File: config.mk
export PLATFORM = sky130hd
export DESIGN_NAME = control_multicycle
export DESIGN_NICKNAME = d
export VERILOG_FILES = /design/src/rtl/control_multicycle.sv
export SDC_FILE = /design/constraint.sdc
export NUM_CORES = 1
export LEC_CHECK = 0
export BUFFER_PORTS_ARGS = -buffer_cell sky130_fd_sc_hd__clkbuf_2
export CORE_ASPECT_RATIO = 1.2
export CORE_MARGIN = 5
export CORE_UTILIZATION = 28
export CTS_BUF_LIST = sky130_fd_sc_hd__clkbuf_4 sky130_fd_sc_hd__clkbuf_8
export CTS_CLUSTER_DIAMETER = 150
export DETAILED_ROUTE_END_ITERATION = 8
export PLACE_DENSITY = 0.58
export RECOVER_POWER = 100
export SLEW_MARGIN = 0
export SYNTH_ARGS = -nofsm -noshare
export SYNTH_HDL_FRONTEND = slang
export SYNTH_SLANG_ARGS = --single-unit
File: constraint.sdc
create_clock -name clk -period 3.65 [get_ports clk]
set_input_delay 0.365 -clock clk [delete_from_list [all_inputs] [get_ports clk]]
set_output_delay 0.365 -clock clk [all_outputs]
set_load 0.01 [all_outputs]
File: src/rtl/control_multicycle.sv
// Multicycle MIPS main control: Moore FSM sequencing fetch/decode/execute/
// memory/writeback with memory handshake, illegal-opcode pulse and retire count.
module control_multicycle #(
    parameter int ALUOP_W = 2,
    parameter bit BNE_EN  = 1'b1,
    parameter int CNT_W   = 32
) (
    input  logic               clk,
    input  logic               reset,
    input  logic [5:0]         opCode,
    input  logic               mem_ready,
    output logic               IorD,
    output logic               MemRead,
    output logic               MemWrite,
    output logic               IRWrite,
    output logic               PCWrite,
    output logic               Branch,
    output logic               BranchNe,
    output logic [1:0]         PCSrc,
    output logic               ALUSrcA,
    output logic [1:0]         ALUSrcB,
    output logic               RegDst,
    output logic               MemtoReg,
    output logic               RegWrite,
    output logic [ALUOP_W-1:0] ALUOp,
    output logic               illegal_op,
    output logic [3:0]         state,
    output logic [CNT_W-1:0]   instr_count
);

    typedef enum logic [3:0] {
        FETCH   = 4'd0,
        DECODE  = 4'd1,
        MEMADR  = 4'd2,
        MEMRD   = 4'd3,
        MEMWB   = 4'd4,
        MEMWR   = 4'd5,
        RTYPEEX = 4'd6,
        RTYPEWB = 4'd7,
        BEQEX   = 4'd8,
        ADDIEX  = 4'd9,
        ADDIWB  = 4'd10,
        JEX     = 4'd11,
        BNEEX   = 4'd12
    } state_e;

    localparam logic [5:0] OP_RTYPE = 6'b000000;
    localparam logic [5:0] OP_LW    = 6'b100011;
    localparam logic [5:0] OP_SW    = 6'b101011;
    localparam logic [5:0] OP_BEQ   = 6'b000100;
    localparam logic [5:0] OP_BNE   = 6'b000101;
    localparam logic [5:0] OP_ADDI  = 6'b001000;
    localparam logic [5:0] OP_J     = 6'b000010;

    state_e           state_q, state_d;
    logic             illegal_q, illegal_d;
    logic [CNT_W-1:0] count_q, count_d;
    logic             retire;

    logic       mem_read_s, mem_write_s, ir_write_s, pc_write_s;
    logic       branch_s, branch_ne_s, reg_write_s;
    logic [1:0] alu_op_s;

    always_ff @(posedge clk) begin
        if (reset) begin
            state_q   <= FETCH;
            illegal_q <= 1'b0;
            count_q   <= '0;
        end else begin
            state_q   <= state_d;
            illegal_q <= illegal_d;
            count_q   <= count_d;
        end
    end

    // Next state, illegal detection and retire qualification.
    always_comb begin
        state_d   = FETCH;
        illegal_d = 1'b0;
        retire    = 1'b0;
        unique case (state_q)
            FETCH:   state_d = mem_ready ? DECODE : FETCH;
            DECODE: begin
                unique case (opCode)
                    OP_RTYPE:      state_d = RTYPEEX;
                    OP_LW, OP_SW:  state_d = MEMADR;
                    OP_BEQ:        state_d = BEQEX;
                    OP_BNE: begin
                        if (BNE_EN) begin
                            state_d = BNEEX;
                        end else begin
                            state_d   = FETCH;
                            illegal_d = 1'b1;
                        end
                    end
                    OP_ADDI:       state_d = ADDIEX;
                    OP_J:          state_d = JEX;
                    default: begin
                        state_d   = FETCH;
                        illegal_d = 1'b1;
                    end
                endcase
            end
            MEMADR: begin
                if (opCode == OP_LW) begin
                    state_d = MEMRD;
                end else if (opCode == OP_SW) begin
                    state_d = MEMWR;
                end else begin
                    state_d = FETCH;
                end
            end
            MEMRD:   state_d = mem_ready ? MEMWB : MEMRD;
            MEMWB: begin
                state_d = FETCH;
                retire  = 1'b1;
            end
            MEMWR: begin
                state_d = mem_ready ? FETCH : MEMWR;
                retire  = mem_ready;
            end
            RTYPEEX: state_d = RTYPEWB;
            ADDIEX:  state_d = ADDIWB;
            RTYPEWB, BEQEX, ADDIWB, JEX, BNEEX: begin
                state_d = FETCH;
                retire  = 1'b1;
            end
            default: state_d = FETCH;
        endcase
        count_d = retire ? count_q + 1'b1 : count_q;
    end

    // Moore decode of datapath controls.
    always_comb begin
        IorD        = 1'b0;
        mem_read_s  = 1'b0;
        mem_write_s = 1'b0;
        ir_write_s  = 1'b0;
        pc_write_s  = 1'b0;
        branch_s    = 1'b0;
        branch_ne_s = 1'b0;
        reg_write_s = 1'b0;
        PCSrc       = 2'b00;
        ALUSrcA     = 1'b0;
        ALUSrcB     = 2'b00;
        RegDst      = 1'b0;
        MemtoReg    = 1'b0;
        alu_op_s    = 2'b00;
        unique case (state_q)
            FETCH: begin
                mem_read_s = 1'b1;
                ALUSrcB    = 2'b01;
                ir_write_s = mem_ready;
                pc_write_s = mem_ready;
            end
            DECODE:  ALUSrcB = 2'b11;
            MEMADR: begin
                ALUSrcA = 1'b1;
                ALUSrcB = 2'b10;
            end
            MEMRD: begin
                IorD       = 1'b1;
                mem_read_s = 1'b1;
            end
            MEMWB: begin
                MemtoReg    = 1'b1;
                reg_write_s = 1'b1;
            end
            MEMWR: begin
                IorD        = 1'b1;
                mem_write_s = 1'b1;
            end
            RTYPEEX: begin
                ALUSrcA  = 1'b1;
                alu_op_s = 2'b10;
            end
            RTYPEWB: begin
                RegDst      = 1'b1;
                reg_write_s = 1'b1;
            end
            BEQEX: begin
                ALUSrcA  = 1'b1;
                alu_op_s = 2'b01;
                PCSrc    = 2'b01;
                branch_s = 1'b1;
            end
            ADDIEX: begin
                ALUSrcA = 1'b1;
                ALUSrcB = 2'b10;
            end
            ADDIWB:  reg_write_s = 1'b1;
            JEX: begin
                PCSrc      = 2'b10;
                pc_write_s = 1'b1;
            end
            BNEEX: begin
                ALUSrcA     = 1'b1;
                alu_op_s    = 2'b01;
                PCSrc       = 2'b01;
                branch_ne_s = 1'b1;
            end
            default: ;
        endcase
    end

    // Strobes are squashed combinationally while reset is held.
    assign MemRead     = mem_read_s  & ~reset;
    assign MemWrite    = mem_write_s & ~reset;
    assign IRWrite     = ir_write_s  & ~reset;
    assign PCWrite     = pc_write_s  & ~reset;
    assign Branch      = branch_s    & ~reset;
    assign BranchNe    = branch_ne_s & ~reset;
    assign RegWrite    = reg_write_s & ~reset;
    assign ALUOp       = ALUOP_W'(alu_op_s);
    assign illegal_op  = illegal_q;
    assign state       = state_q;
    assign instr_count = count_q;

endmodule

==> metrics.md, run 1 <==
| Metric | Value |
|---|---|
| Peak supply drop | 104.1 uV |
| Worst hold path class | input pin to register |
| Clock transition at path regs | 0.08 ns |
| Wire length per cell | 14.33 um |
| RSZ-0062 raised after global routing | no |
| Initial core utilization | 28.33% |
| FMAX | 0.3793 GHz |
| Area of placed instances | approximately 0.0025 mm^2 |
| Initial antenna violation count | 0 |
| Cts repair resizes | 0 |
| Io pins | 63 |
| Std-Cell Rows | 35 |
| Post-Syn Area per Cell | 7.848 um^2 |
| Yosys top cell area share | 34.32% |
| Tot Pwr | around 0.78 mW |
| Ranking of synthesized cells by area | dfxtp_1 34%, nor2_1 6.3%, xnor2_1 5.3%, a21oi_1 4.9%, nor4_1 4.3% |
| Slew margin rel. | 42.08% |
| CP startpoint kind | register |
| CP Launch Point | state[3] |
| Hold Violations, Final | 0 |
| Met2 Wirelength | 3042 um |
| Power density cells | 308.9 mW/mm^2 |
| Largest net degree at the start of global routing | 44 |
| Commonest non-fill, non-tap cells in the layout | 52 x clkbuf_1, 37 x dfxtp_1, 36 x nor2_1 |
| Async SR Flop Fraction | 0% |
| Final WL | 6004 um |
| FF-to-FF setup slack | 1.01 ns |
| First-pass GRT wire length | between 9000 and 10000 um |
| Reg area | 740.7 um^2 |
| Post-CTS setup buffer count | 0 |
| Post-route ant nets | 0 |
| Post-synth EDFFs | 0 |
| Area of the multi-input gates | roughly 0.0013 mm^2 |
| Wl on met1 | 2549 um |
| Nets@finish | 336 |
| Final Max Slew Viols | 0 |
| Fin crit share | 72.23% |
| Total grt overflow | 0 |
| Cell area after layout | 0.002529 mm^2 |
| Hold path start | opCode[5] |
| Crit Path Class | register to register |
| Synth area leader | dfxtp_1 |
| Commonest non-fill, non-tap cell in the layout | clkbuf_1 |
| Die width | 90.15 um |
| Via count | 2174 |
| Die height | 106.2 um |
| Status | complete, no violations |
| FF-to-FF Start | state[3] |
| Min Tclk post-route | 2.636 ns |
| Vias in the first global route | 2049 |
| Clock Tree Root | clkbuf_8 |
| Syn-to-layout area delta | 17.16% |
| Drt first pass iters | 4 |
| Net Count, Synth | 285 |
| Core box area | 0.007620 mm^2 |
| Deepest clock path buffer count | 2 |
| Diodes inserted | 0 |
| # H-tree levels | 2 |
| GRT Resource Usage Total | 12.46% |
| Worst Path Required | approximately 3.8 ns |
| # port buffers | 62 |
| CTS tree | built |
| CP arrival | 2.82 ns |
| Cells after synthesis | 275 |
| Number of fillers in the final layout | 846 |
| Synth warn | 0 |
| Dpl hpwl | 4387 um |
| Crit-path max FO | 18 |
| DR vias/cell | 5.189 |
| Routed wl met3 | 292 um |
| # DRC | 0 |
| Skew-Pair Late Insertion Delay | 0.29 ns |
| Seq cells post-synth | 37 |
| Fin Clk Skew | between 0.006 and 0.007 ns |
| Starting DRC count in detailed routing | 156 |
| TritonCTS buffer count | 5 |
| Final Hold Slack | approximately 0.41 ns |
| Max Cap Viol | 0 |
| Post-synth cell types | 45 |
| Cts hold-fix bufs | 0 |
| Post-Syn Area | 0.002158 mm^2 |
| RD Place Congestion | approximately 0.92 |
| Crit path capture type | register |
| Worst slew pin tran | just under 0.9 ns |
| Sinks on Clock Net | 37 |
| Post-synthesis sequential area ratio | 34.32% |
| Highest Signal Layer | met4 |
| Die footprint | about 0.0096 mm^2 |
| Setup TNS | 0 ns |
| Leakage power | 0.7742 nW |
| Top_reg_cell synth | dfxtp_1 |
| Share of layout cells above drive strength 1 | under 10% |
| Final setup vio count | 0 |
==> metal layers <==
layer,vias to the layer above,global-route usage [%]
met5,-,0
met4,0,4.468
met3,10,2.902
met2,59,22.44
met1,996,14.29
li1,1109,-
==> path summary, 6_finish.rpt <==
| kind | end | depth (start not counted) |
|---|---|---|
| max | instr_count[31] | 5 |
| min | illegal_op | 3 |
| min reg2reg | instr_count[30] | 2 |
| max reg2reg | instr_count[31] | 5 |
==> final cells by class <==
cell class | count | share of cell area, %
multi-input cells | 214 | 51.56
well taps | 92 | 4.552
inverters | 6 | 0.8906
clock buffers | 7 | 3.810
clock inverters | 1 | 0.1979
flip-flops and latches | 37 | 29.29
repair buffers | 62 | 9.698
==> critical path, stage by stage, from the launching register on <==
cell     delay [ns]
dfxtp_1        0.69
or2_0          0.43
and3_1         0.41
nand3_1        0.24
nor4_1         0.39
mux2_2         0.37
==> per-stage QoR <==
step | setup slack (ns) | utilization, % | instances
final | 1.014 | 33.19 | 419
after global routing | 0.7218 | 33.19 | 419
after CTS | 1.061 | 34.04 | 419
after detailed placement | 1.072 | 32.71 | 411
after global placement | 1.240 | 32.71 | 411
after floorplan | 1.644 | - | 275
==> state kept, by name, indices dropped and copies added (netlist names) <==
register / cells
illegal_op: 1
state: 4
instr_count: 32
==> cells in the mapped netlist (all sizes together), types with 3 or more instances <==
master / count
dfxtp: 37
nor2: 36
a21oi: 21
nand2: 16
nor4: 16
nand3: 15
xnor2: 13
nand4: 12
clkbuf: 10
buf: 8
nor3: 8
o31ai: 8
or4: 8
xor2: 8
o21ai: 7
or3: 7
inv: 6
nor2b: 5
and3: 4
and4: 4
nand2b: 3
==> cell families after synthesis <==
kind of cell    share of synthesized area [%]
fa+ha+maj                              0.5796
flops                                   34.32
xor+xnor                                8.522
compound gates                          14.67
simple gates                            35.19
mux                                     1.449
buf+inv                                 5.275
==> report_power, final <==
part           internal, mW  switching (mW)
logic                0.0172          0.0346
registers             0.405         0.00460
clock network         0.171           0.149
(Power assumes the default switching activity.)
==> inputs of run 2 (changes only) <==
- PLACE_DENSITY: 0.58 -> 0.6
- clock period: 3.65 -> 2.35 ns (I/O delays scaled with it)
==> run 2 against run 1 <==
Net effect:
- sequential share of layout area decreased by 0.44 points
- die area unchanged
- setup slack got worse by 0.82 ns
- sequential power increased by 54%
- worst hold slack got worse by 0.12 ns
==> metrics.md, run 2 (same netlist as run 1, synthesis figures left out) <==
| Metric | Value |
|---|---|
| Vias in the first global route | 2110 |
| Slew margin rel. | roughly half |
| Die footprint | 0.009571 mm^2 |
| Largest register FFs | 32 |
| Capture point of the worst path | PCWrite |
| # H-tree levels | 2 |
| Starting DRC count in detailed routing | 70 |
| Final Util | 33.69% |
| # DRC | 0 |
| Wire length per cell | roughly 14 um |
| Status | complete, no violations |
| CP startpoint kind | register |
| Nets@finish | 344 |
| RD Place Congestion | 0.8894 |
| DR vias/cell | 5.225 |
| Power density cells | around 460 mW/mm^2 |
| Via count | 2226 |
| Cts repair resizes | 0 |
| Fin crit share | 91.86% |
| Fin Clk Skew | 0.002599 ns |
| Min Tclk post-route | roughly 2.2 ns |
| Largest net degree at the start of global routing | 25 |
| Post-route ant nets | 0 |
| Cell area after layout | 0.002567 mm^2 |
| CP arrival | 1.92 ns |
| Die width | 90.15 um |
| Final WL | slightly below 6000 um |
| Leakage power | 0.8105 nW |
| Diodes inserted | 0 |
| Clock transition at path regs | about 0.070 ns |
| Tot Pwr | 1.176 mW |
| Post-CTS setup buffer count | 0 |
| Crit Path Class | register to primary output |
| Highest Signal Layer | met4 |
| DP Worst Slack | roughly 0.24 ns |
| RSZ-0062 raised after global routing | no |
| Worst slew pin tran | 0.7705 ns |
| Final Worst Setup Slack | approximately 0.19 ns |
| Commonest non-fill, non-tap cells in the layout | 52 x clkbuf_1, 37 x dfxtp_1, 36 x nor2_1 |
| TritonCTS buffer count | 5 |
| Worst hold path class | input pin to register |
| Area of placed instances | 0.002552 mm^2 |
| Share of layout cells above drive strength 1 | 9.281% |
| FF-to-FF Start | instr_count[0] |
| Hold Violations, Final | 0 |
| Syn-to-layout area delta | 18.96% |
| Crit path capture type | primary output |
| Max Cap Viol | 0 |
| FF-to-FF setup slack | 0.25 ns |
| Deepest clock path buffer count | 2 |
| CTS tree | built |
| Met2 Wirelength | 2905 um |
| Sinks on Clock Net | 37 |
| First-pass GRT wire length | 9942 um |
| Cts hold-fix bufs | 0 |
| Wl on met1 | 2474 um |
| FF-to-FF End | instr_count[24] |
| Core box area | 0.007620 mm^2 |
| Routed wl met3 | 335 um |
| Io pins | 63 |
| CP Launch Point | state[1] |
| Setup TNS | 0 ns |
| Placed Cells | between 400 and 500 |
| Commonest non-fill, non-tap cell in the layout | clkbuf_1 |
| Clock Tree Root | clkbuf_8 |
| Skew-Pair Late Insertion Delay | around 0.28 ns |
| Final Hold Slack | 0.2914 ns |
| Total grt overflow | 0 |
| Peak supply drop | 170.4 uV |
| Reg2Reg Depth | 6 |
| Final setup vio count | 0 |
| Initial antenna violation count | 0 |
| Worst Path Required | 2.12 ns |
| Die height | roughly 110 um |
| Std-Cell Rows | 35 |
| Initial core utilization | between 20% and 30% |
| # port buffers | 62 |
| Dpl hpwl | 4439 um |
| Crit-path max FO | 17 |
| FMAX | 0.4632 GHz |
| Final Max Slew Viols | 0 |
| GRT Resource Usage Total | 12.28% |
| Non-Filler Instances | around 430 |
| Drt first pass iters | 4 |
==> run 2: cell count changes in the layout (fill, tap and decap cells not counted), sizes merged <==
cell,previous run,this run
clkinv,1,0
clkbuf,69,73
buf,0,4
==> run 2: layer usage <==
layer  global-route usage [%]  up-vias
met5                        0        -
met3                    3.539       10
met1                    14.22     1042
li1                         -     1121
met4                    4.681        0
met2                    21.29       53
==> run 2: critical path: stages (launching register included) <==
cell and delay, ns:
dfxtp_1 0.34, clkbuf_1 0.60, nor2_1 0.15, nand2_1 0.13, nor2_1 0.04, a31oi_1 0.15
nor3_1 0.06, clkbuf_1 0.16
==> run 2: worst min path at each step <==
stage	from	to	slack, ns	cells past startpoint
2_1_floorplan	reset	illegal_op	0.40	2
3_3_place_gp	instr_count[30]	instr_count[30]	0.50	2
3_5_place_dp	instr_count[29]	instr_count[29]	0.50	2
4_1_cts	opCode[5]	illegal_op	0.28	3
5_1_grt	opCode[4]	illegal_op	0.30	3
6_report	opCode[5]	illegal_op	0.29	3
==> run 2: where the power goes <==
part           switching, mW  internal (mW)
sequential           0.00111          0.629
clock                  0.211          0.244
combinational         0.0598         0.0303
==> run 2: cell type report <==
class / count / area [um^2]
Clock buffer: 7 / 90.09
Fill cell: 874 / 5052
Inverter: 6 / 22.52
Multi-Input combinational cell: 214 / 1304
Sequential cell: 37 / 740.7
Tap cell: 92 / 115.1
Timing Repair Buffer: 70 / 295.3
